**src/rtl/vde_cmd_queue.sv**
```systemverilog
// Command front end for the VSIDS heap: per-channel FIFOs, round-robin arbiter,
// multi-bump serializer and coalesced decay. Statistics exist only with VDE_CMDQ_STATS_EN.
//
// serializer state | meaning
// S_IDLE           | capture register free, bump_ready high (unless flushing)
// S_EMIT           | captured lanes pending, one h_op=10 per free issue slot

module vde_cmd_queue #(
  parameter int NUM_CH   = 2,
  parameter int DEPTH    = 16,
  parameter int VAR_W    = 32,
  parameter int MAX_BUMP = 8
) (
  input  logic                         clk,
  input  logic                         reset,
  input  logic                         flush,
  input  logic [NUM_CH-1:0]            in_valid,
  output logic [NUM_CH-1:0]            in_ready,
  input  logic [2*NUM_CH-1:0]          in_op,
  input  logic [VAR_W*NUM_CH-1:0]      in_var,
  input  logic [NUM_CH-1:0]            in_val,
  input  logic [3:0]                   bump_count,
  input  logic [VAR_W*MAX_BUMP-1:0]    bump_vars,
  output logic                         bump_ready,
  input  logic                         decay,
  input  logic                         h_busy,
  output logic                         h_op_valid,
  output logic [1:0]                   h_op,
  output logic [VAR_W-1:0]             h_var,
  output logic                         h_val,
  output logic                         h_decay,
  output logic                         pending_ops,
  output logic [31:0]                  stat_issued,
  output logic [$clog2(DEPTH+1)-1:0]   stat_hwm
);

  localparam int PW   = $clog2(DEPTH);
  localparam int CNTW = $clog2(DEPTH+1);
  localparam int RW   = (NUM_CH > 1) ? $clog2(NUM_CH) : 1;
  localparam int CW   = $clog2(MAX_BUMP+1);

  typedef enum logic {S_IDLE, S_EMIT} ser_state_t;

  logic [1:0]       mem_op  [NUM_CH][DEPTH];
  logic [VAR_W-1:0] mem_var [NUM_CH][DEPTH];
  logic             mem_val [NUM_CH][DEPTH];
  logic [PW-1:0]    wr_ptr  [NUM_CH];
  logic [PW-1:0]    rd_ptr  [NUM_CH];
  logic [CNTW-1:0]  count   [NUM_CH];
  logic [CNTW-1:0]  count_n [NUM_CH];

  logic [NUM_CH-1:0] nonempty, full, push, store, grant;
  logic [RW-1:0]     rr_ptr, rr_ptr_n;
  logic              found;
  logic              issue_en;
  logic              ser_issue, decay_issue;
  logic              decay_flag;
  logic              capture;

  ser_state_t                      ser_state, ser_state_n;
  logic [MAX_BUMP-1:0][VAR_W-1:0]  ser_vars, ser_vars_n;
  logic [CW-1:0]                   ser_left, ser_left_n;

  assign issue_en = !h_busy && !flush;

  always_comb begin
    for (int i = 0; i < NUM_CH; i++) begin
      nonempty[i] = (count[i] != '0);
      full[i]     = (count[i] == CNTW'(DEPTH));
      in_ready[i] = !full[i] && !flush;
      push[i]     = in_valid[i] && in_ready[i];
      // reserved op is consumed but never occupies a slot
      store[i]    = push[i] && (in_op[2*i +: 2] != 2'b11);
      count_n[i]  = count[i] + CNTW'(store[i]) - CNTW'(grant[i]);
    end
  end

  // Round-robin: first non-empty channel at or after the pointer, then wrap.
  always_comb begin
    grant    = '0;
    found    = 1'b0;
    rr_ptr_n = rr_ptr;
    for (int i = 0; i < NUM_CH; i++) begin
      if (!found && nonempty[i] && (i >= int'(rr_ptr))) begin
        found    = 1'b1;
        grant[i] = 1'b1;
      end
    end
    for (int i = 0; i < NUM_CH; i++) begin
      if (!found && nonempty[i]) begin
        found    = 1'b1;
        grant[i] = 1'b1;
      end
    end
    if (!issue_en) grant = '0;
    for (int i = 0; i < NUM_CH; i++) begin
      if (grant[i]) rr_ptr_n = (i == NUM_CH-1) ? '0 : RW'(i+1);
    end
    if (flush) rr_ptr_n = '0;
  end

  always_comb begin
    h_op_valid  = 1'b0;
    h_op        = 2'b00;
    h_var       = '0;
    h_val       = 1'b0;
    h_decay     = 1'b0;
    ser_issue   = 1'b0;
    decay_issue = 1'b0;
    if (|grant) begin
      h_op_valid = 1'b1;
      for (int i = 0; i < NUM_CH; i++) begin
        if (grant[i]) begin
          h_op  = mem_op[i][rd_ptr[i]];
          h_var = mem_var[i][rd_ptr[i]];
          h_val = mem_val[i][rd_ptr[i]];
        end
      end
    end else if (issue_en && (ser_state == S_EMIT)) begin
      h_op_valid = 1'b1;
      h_op       = 2'b10;
      h_var      = ser_vars[0];
      ser_issue  = 1'b1;
    end else if (issue_en && decay_flag) begin
      h_decay     = 1'b1;
      decay_issue = 1'b1;
    end
  end

  always_ff @(posedge clk) begin
    for (int i = 0; i < NUM_CH; i++) begin
      if (store[i]) begin
        mem_op[i][wr_ptr[i]]  <= in_op[2*i +: 2];
        mem_var[i][wr_ptr[i]] <= in_var[VAR_W*i +: VAR_W];
        mem_val[i][wr_ptr[i]] <= in_val[i];
      end
    end
  end

  always_ff @(posedge clk or posedge reset) begin
    if (reset) begin
      for (int i = 0; i < NUM_CH; i++) begin
        wr_ptr[i] <= '0;
        rd_ptr[i] <= '0;
        count[i]  <= '0;
      end
      rr_ptr <= '0;
    end else if (flush) begin
      for (int i = 0; i < NUM_CH; i++) begin
        wr_ptr[i] <= '0;
        rd_ptr[i] <= '0;
        count[i]  <= '0;
      end
      rr_ptr <= '0;
    end else begin
      for (int i = 0; i < NUM_CH; i++) begin
        if (store[i]) wr_ptr[i] <= wr_ptr[i] + 1'b1;
        if (grant[i]) rd_ptr[i] <= rd_ptr[i] + 1'b1;
        count[i] <= count_n[i];
      end
      rr_ptr <= rr_ptr_n;
    end
  end

  assign bump_ready = (ser_state == S_IDLE) && !flush;
  assign capture    = bump_ready && (bump_count != 4'd0);

  // Captured lanes shift down so lane 0 is always the next bump out.
  always_comb begin
    ser_state_n = ser_state;
    ser_vars_n  = ser_vars;
    ser_left_n  = ser_left;
    case (ser_state)
      S_IDLE: begin
        if (capture) begin
          ser_vars_n  = bump_vars;
          ser_left_n  = (int'(bump_count) > MAX_BUMP) ? CW'(MAX_BUMP) : CW'(bump_count);
          ser_state_n = S_EMIT;
        end
      end
      S_EMIT: begin
        if (ser_issue) begin
          ser_vars_n = ser_vars >> VAR_W;
          ser_left_n = ser_left - 1'b1;
          if (ser_left == CW'(1)) ser_state_n = S_IDLE;
        end
      end
      default: ser_state_n = S_IDLE;
    endcase
    if (flush) begin
      ser_state_n = S_IDLE;
      ser_left_n  = '0;
    end
  end

  always_ff @(posedge clk or posedge reset) begin
    if (reset) begin
      ser_state <= S_IDLE;
      ser_vars  <= '0;
      ser_left  <= '0;
    end else begin
      ser_state <= ser_state_n;
      ser_vars  <= ser_vars_n;
      ser_left  <= ser_left_n;
    end
  end

  // A new pulse in the issuing cycle re-arms the flag for a later decay.
  always_ff @(posedge clk or posedge reset) begin
    if (reset)      decay_flag <= 1'b0;
    else if (flush) decay_flag <= 1'b0;
    else            decay_flag <= (decay_flag && !decay_issue) || decay;
  end

  assign pending_ops = (|nonempty) || (ser_state == S_EMIT) || decay_flag || h_busy;

`ifdef VDE_CMDQ_STATS_EN
  logic [CNTW-1:0] peak_n;

  always_comb begin
    peak_n = stat_hwm;
    for (int i = 0; i < NUM_CH; i++) begin
      if (count_n[i] > peak_n) peak_n = count_n[i];
    end
  end

  always_ff @(posedge clk or posedge reset) begin
    if (reset) begin
      stat_issued <= '0;
      stat_hwm    <= '0;
    end else begin
      if (h_op_valid || h_decay) stat_issued <= stat_issued + 32'd1;
      stat_hwm <= peak_n;
    end
  end
`else
  assign stat_issued = '0;
  assign stat_hwm    = '0;
`endif

endmodule

```
**config.mk**
```make
export PLATFORM = sky130hd
export DESIGN_NAME = vde_cmd_queue
export DESIGN_NICKNAME = d
export VERILOG_FILES = /design/src/rtl/vde_cmd_queue.sv
export SDC_FILE = /design/constraint.sdc
export NUM_CORES = 2
export LEC_CHECK = 0
export CAP_MARGIN = 20
export CORE_UTILIZATION = 47
export DETAILED_ROUTE_END_ITERATION = 16
export PLACE_DENSITY = 0.66
export REMOVE_ABC_BUFFERS = 1
export SKIP_CTS_REPAIR_TIMING = 1
export SYNTH_ARGS = -nofsm -noshare
export SYNTH_HDL_FRONTEND = slang
export SYNTH_SLANG_ARGS = --single-unit
```
**constraint.sdc**
```tcl
create_clock -name clk -period 11.7 [get_ports clk]
set_clock_uncertainty 0.1 [all_clocks]
set_input_delay 1.17 -clock clk [delete_from_list [all_inputs] [get_ports clk]]
set_output_delay 1.17 -clock clk [all_outputs]
set_load 0.05 [all_outputs]
```
### After elaboration in Yosys (flattened, before gate mapping)

Memory sizes are Yosys's and may differ from the RTL's.
Index checks and enable logic that the tools add are counted.

| storage, ports and cells | value |
|---|---|
| flip-flop bits (word level) | 289 |
| RAM bits | 1,120 |
| input port bits | 337 |
| word-level logic and storage cells | 180 |
| memories kept | 3 |

Memories:

| name | words | width | rd ports | clocked after Yosys merged registers in | wr ports | line | RTL |
|---|---|---|---|---|---|---|---|
| mem_var | 2 | 512 | 2 | 0 | 2 | 45 | `logic [VAR_W-1:0] mem_var [NUM_CH][DEPTH];` |
| mem_op | 2 | 32 | 2 | 0 | 2 | 44 | `logic [1:0] mem_op [NUM_CH][DEPTH];` |
| mem_val | 2 | 16 | 2 | 0 | 2 | 46 | `logic mem_val [NUM_CH][DEPTH];` |

| cells by class | value |
|---|---|
| add/subtract/negate cells | 9 |
| magnitude comparators | 8 |
| equal/unequal tests | 9 |
| multiplexer cells | 86 |
| bitwise gates (word level) | 5 |
| reductions and logical operators | 42 |

Operators by type and width:

| kind | count |
|---|---|
| 2-to-1 mux 512 bit | 2 |
| 2-to-1 mux 256 bit | 2 |
| one-hot mux 256 bit (2 select lines) | 1 |
| 2-to-1 mux 32 bit | 12 |
| binary-select mux 32 bit (select 4 bit) | 2 |
| demux 32 bit (select 4 bit) | 2 |
| 2-to-1 mux 16 bit | 2 |
| 2-to-1 mux 4 bit | 8 |
| 2-to-1 mux 1 bit | 31 |
| 2-to-1 mux 2 bit | 11 |
| >= comparator 5 bit (second input constant) | 4 |
| NOT 4 -> 5 bit | 4 |
| logical AND 1 bit | 18 |
| adder 4 x 1 -> 4 bit (second input constant) | 4 |
| binary-select mux 2 bit (select 4 bit) | 2 |
| demux 2 bit (select 4 bit) | 2 |
| 2-to-1 mux 8 bit | 2 |
| adder 5 x 1 -> 5 bit | 2 |
| equality test 5 bit (second input constant) | 2 |
| < comparator 5 x 1 -> 1 bit (second input constant) | 2 |
| 2-to-1 mux 10 bit | 1 |
| nonzero test 5 bit | 2 |
| subtractor 5 x 1 -> 5 bit | 2 |
| binary-select mux 1 bit (select 4 bit) | 2 |
| 17 further kinds | 37 |

### Depth between registers and ports, before layout

| depth | value |
|---|---|
| depth after elaboration | 19 |
| mapped depth | 15 |
| mapped depth without buffers | 14 |

### Worst setup path after synthesis

OpenSTA, ideal clock, no wires.

| timing | value |
|---|---|
| path kind | input to register |
| from | input flush |
| to | memory mem_op[0][24] (netlist bit), enable pin |
| setup time | 0.515 ns |
| arrival | 5.265 ns |
| data required time | 11.085 ns |
| slack | 5.820 ns |
| stages | 5 |
| path buffers | 1 |
| cells stage by stage | inv_1 > and3_1 > clkbuf_1 > clkinv_1 > nor4_1 |

RTL lines:

| element | line | RTL |
|---|---|---|
| start: declaration | 16 | `input logic flush,` |
| end: declaration | 44 |  |

### Worst setup path in the final report

| timing | value |
|---|---|
| from | register count[2] (netlist bit) |
| to | output h_var[31] |

| between the ends | value |
|---|---|
| longest elaborated chain between the ends | 12 |
| elaborated cells between the ends (all ways) | 16 |
| those cells by class | mux (9); reduce/logical (7) |

RTL lines:

| element | line | RTL |
|---|---|---|
| start: declaration | 49 | `logic [CNTW-1:0] count [NUM_CH];` |
| start signal: indexed assignment | 159 | `count[i] <= count_n[i];` |
| nonzero test 5 bit * | 68 | `nonempty[i] = (count[i] != '0);` |
| logical AND 1 bit | 84 | `if (!found && nonempty[i] && (i >= int'(rr_ptr))) begin` |
| 2-to-1 mux 1 bit | 84 |  |
| logical NOT 1 bit | 90 | `if (!found && nonempty[i]) begin` |
| logical AND 1 bit | 90 |  |
| 2-to-1 mux 1 bit | 90 |  |
| logical NOT 1 bit | 90 |  |
| logical AND 1 bit | 90 |  |
| 2-to-1 mux 1 bit | 90 |  |
| 2-to-1 mux 2 bit * | 95 | `if (!issue_en) grant = '0;` |
| 2-to-1 mux 32 bit / OR reduction 2 bit (equally long branches) | 113, 110 |  |
| 2-to-1 mux 32 bit * | 110 | `if (\|grant) begin` |
| end: declaration | 29 | `output logic [VAR_W-1:0] h_var,` |

Every way passes the cells marked *; elsewhere a longest branch is shown, timed or not.

==> reports/qor.yml <==
status: "finished clean"
hpwl_mm: 77.2
final.min_clock_period_ns: 6.31
die_w_um: 351
worst_slew_pin_slew_ns: 1.10
reg2reg_to: "count[4]$_DFF_PP0_"
synth_top_family_by_area: "multiplexers"
design_area_um2: 67100
slew_viol_final: 0
port_buffers: 377
ys_top_cells_by_count: "edfxtp_1, mux2i_1, dfrtp_1"
coreArea_um2: 120000
drv_cap: 0
finalWorstSetupSlack_ns: 5.39
start_util: 0.475
io_pins: 415
hold_start: "ser_vars[37]$_DFFE_PP0P_"
critPathRequiredTime_ns: 10.43
synth_top_area_cell: "edfxtp_1"
routed_via_density: 5.59
grt_pass1_wl_mm: 198
yosysWarnings: 0
antenna_found_initial: 18
whs_endpoint: "ser_vars[37]$_DFFE_PP0P_"
ys_seq_area_frac: 0.716
ir_drop_v: 0.000146
cts_tree: "built"
rows: 127
ant_nets: 0
worstHoldPathCells: 2
timing.rr.start: "count[2]$_DFF_PP0_"
synth-xor-area-share: 0.00123
synthDistinctLibCells: 65
multi_input_area_um2: 15100
grtUsageTotal: 0.220
nFillCells: 9386
cts_made_buffers: 144
startpoint_type: "flop"
area_delta_synth_final_pct: 17.5
synthSimpleGateAreaFrac: 0.0325
synth_top_cell_area_share: 0.589
root_buffer: "clkbuf_16"
timing.slew.headroom: 0.265
wl_per_cell_um: 25.1
critPathMaxFanout: 27
final_layout_size_suffix_gt1_frac: 0.181
synth_fa_ha_area_frac: 0.00596
overflow: 0
vias: 29601
gp_congestion: 0.777
post-synth-top-count-cell: "edfxtp_1"
clock_latency_ns: 0.74
path_clk_slew_ns: 0.06
async_flop_share: 0.205
seq_area_um2: 40900
drt_iter0_drc: 2520
totalWireLength_mm: 133
clock.fmax_ghz: 0.158
cts_buffer_depth: 3
placedInstanceArea_um2: 62400
ys_ff_latch: 1409
nets: 3931
yosys_most_used_dff: "edfxtp_1"
grt_pass1_vias: 30386
die-height_um: 351
cts-htree-levels: 4
syn_area_per_cell_um2: 18.0
drc: 0
hold_violations: 0
setup_violations: 0
synth_edf_count: 1120
syn-instance-count: 3181
critical_path_class: "flop to output port"
stdcell_count: 5299
min_period_over_period: 0.539
reg2reg_slack_ns: 7.49
dpl_worst_slack_ns: 5.79
synthTopCellsByArea: "edfxtp_1, dfrtp_1, mux4_2"
rsz0062_at_grt: "no"
holdWs_ns: 0.375
cts.sinks: 1409
muxShareOfSynthArea: 0.181
rr_worst_depth: 14
cellPowerDensity_nw_per_um2: 197
dp_cells: 5034
hp-class: "flop to flop"
synth_area_um2: 57100
dieArea_um2: 123000
grt_max_degree: 240
cellLeakagePower_nw: 23.0
dr.pass1.iters: 7
synth-compound-area-share: 0.0393
cp.arrival_ns: 5.04
critPathCaptureType: "output port"
-- critical path, stage by stage (launching register included) --
cell and delay (ns):
dfrtp_1 0.38, inv_1 0.09, ha_1 0.17, or4b_1 0.69
a2111oi_4 0.82, nand2_2 0.33, buf_4 0.36, o221ai_1 0.50
clkdlybuf4s50_1 0.92
-- sequential cells by signal, indices dropped and copies added, names as in the netlist --
signal / count
decay_flag: 1
ser_state: 1
count: 10
wr_ptr: 8
mem_op: 64
ser_vars: 256
mem_val: 32
rd_ptr: 8
rr_ptr: 1
ser_left: 4
mem_var: 1024
-- worst max-delay path by stage --
stage                                      from  slack, ns                      end
after floorplan             ser_state$_DFF_PP0_      -6.71  ser_left[2]$_DFFE_PP0P_
after global placement                    flush       5.80                h_var[18]
after detailed placement                  flush       5.79                h_var[18]
after CTS                 rd_ptr[2]$_DFFE_PP0N_       5.29                h_var[18]
after global routing         count[2]$_DFF_PP0_       5.17                h_var[31]
final                        count[2]$_DFF_PP0_       5.39                h_var[31]
-- power by group --
group | internal (mW) | leakage, nW | switching [mW]
Sequential | 5.83 | 13.7 | 0.330
Combinational | 1.21 | 6.96 | 1.33
Clock | 2.63 | 2.27 | 1.86
Total | 9.67 | 23.0 | 3.52
-- per-layer routing --
metal  track usage  wire, um  share of wire
met1         0.296     55300           0.41
met2         0.361     65600           0.49
met3        0.0585     10400          0.078
met4        0.0463      1830          0.014
met5             0       126        0.00095
-- cells in the final DEF (no fill, tap or decap), drive strengths merged, types with 4 or more instances in the layout --
| cell type | count |
|---|---|
| and3 | 7 |
| nand3 | 6 |
| mux4 | 277 |
| a21oi | 19 |
| mux2i | 328 |
| bufinv | 9 |
| nor2b | 9 |
| clkdlybuf4s50 | 377 |
| nand2b | 34 |
| a31o | 4 |
| conb | 37 |
| or3 | 8 |
| mux2 | 70 |
| nand2 | 269 |
| a22oi | 32 |
| and2 | 19 |
| o21ai | 266 |
| dfrtp | 289 |
| buf | 61 |
| nor3 | 6 |
| clkinv | 54 |
| xnor2 | 6 |
| nor2 | 24 |
| a211oi | 4 |
| edfxtp | 1120 |
| nor4 | 9 |
| o221ai | 32 |
| clkbuf | 196 |
| ha | 24 |
| inv | 40 |
-- final cells by class --
class                           count  area share
Antenna cell                        3    0.000112
Clock buffer                      196      0.0605
Clock inverter                     66     0.00838
Inverter                           39     0.00229
Multi-Input combinational cell   1536       0.225
Sequential cell                  1409       0.610
Tap cell                         1612      0.0301
Timing Repair Buffer              438      0.0636
-- metrics by stage --
| step | setup TNS (ns) | total power, mW | utilization |
|---|---|---|---|
| floorplan | -1604.23 | 8.35 | - |
| global placement | 0 | 8.79 | 0.520 |
| detailed placement | 0 | 8.84 | 0.520 |
| CTS | 0 | 13.3 | 0.558 |
| global route | 0 | 13.8 | 0.558 |
| finish | 0 | 13.2 | 0.558 |
-- kinds of logic (layout without fill, tap and decap cells) --
logic type,count (synthesis),in the layout
flip-flops,1409,1409
multiplexers,675,675
AND/OR/NAND/NOR,408,408
AO/OA/AOI/OAI,382,382
buffers and inverters,272,739
adder cells (fa/ha/maj),26,26
XOR/XNOR,8,8
other,1,40
Power figures use the tool's default switching activity.
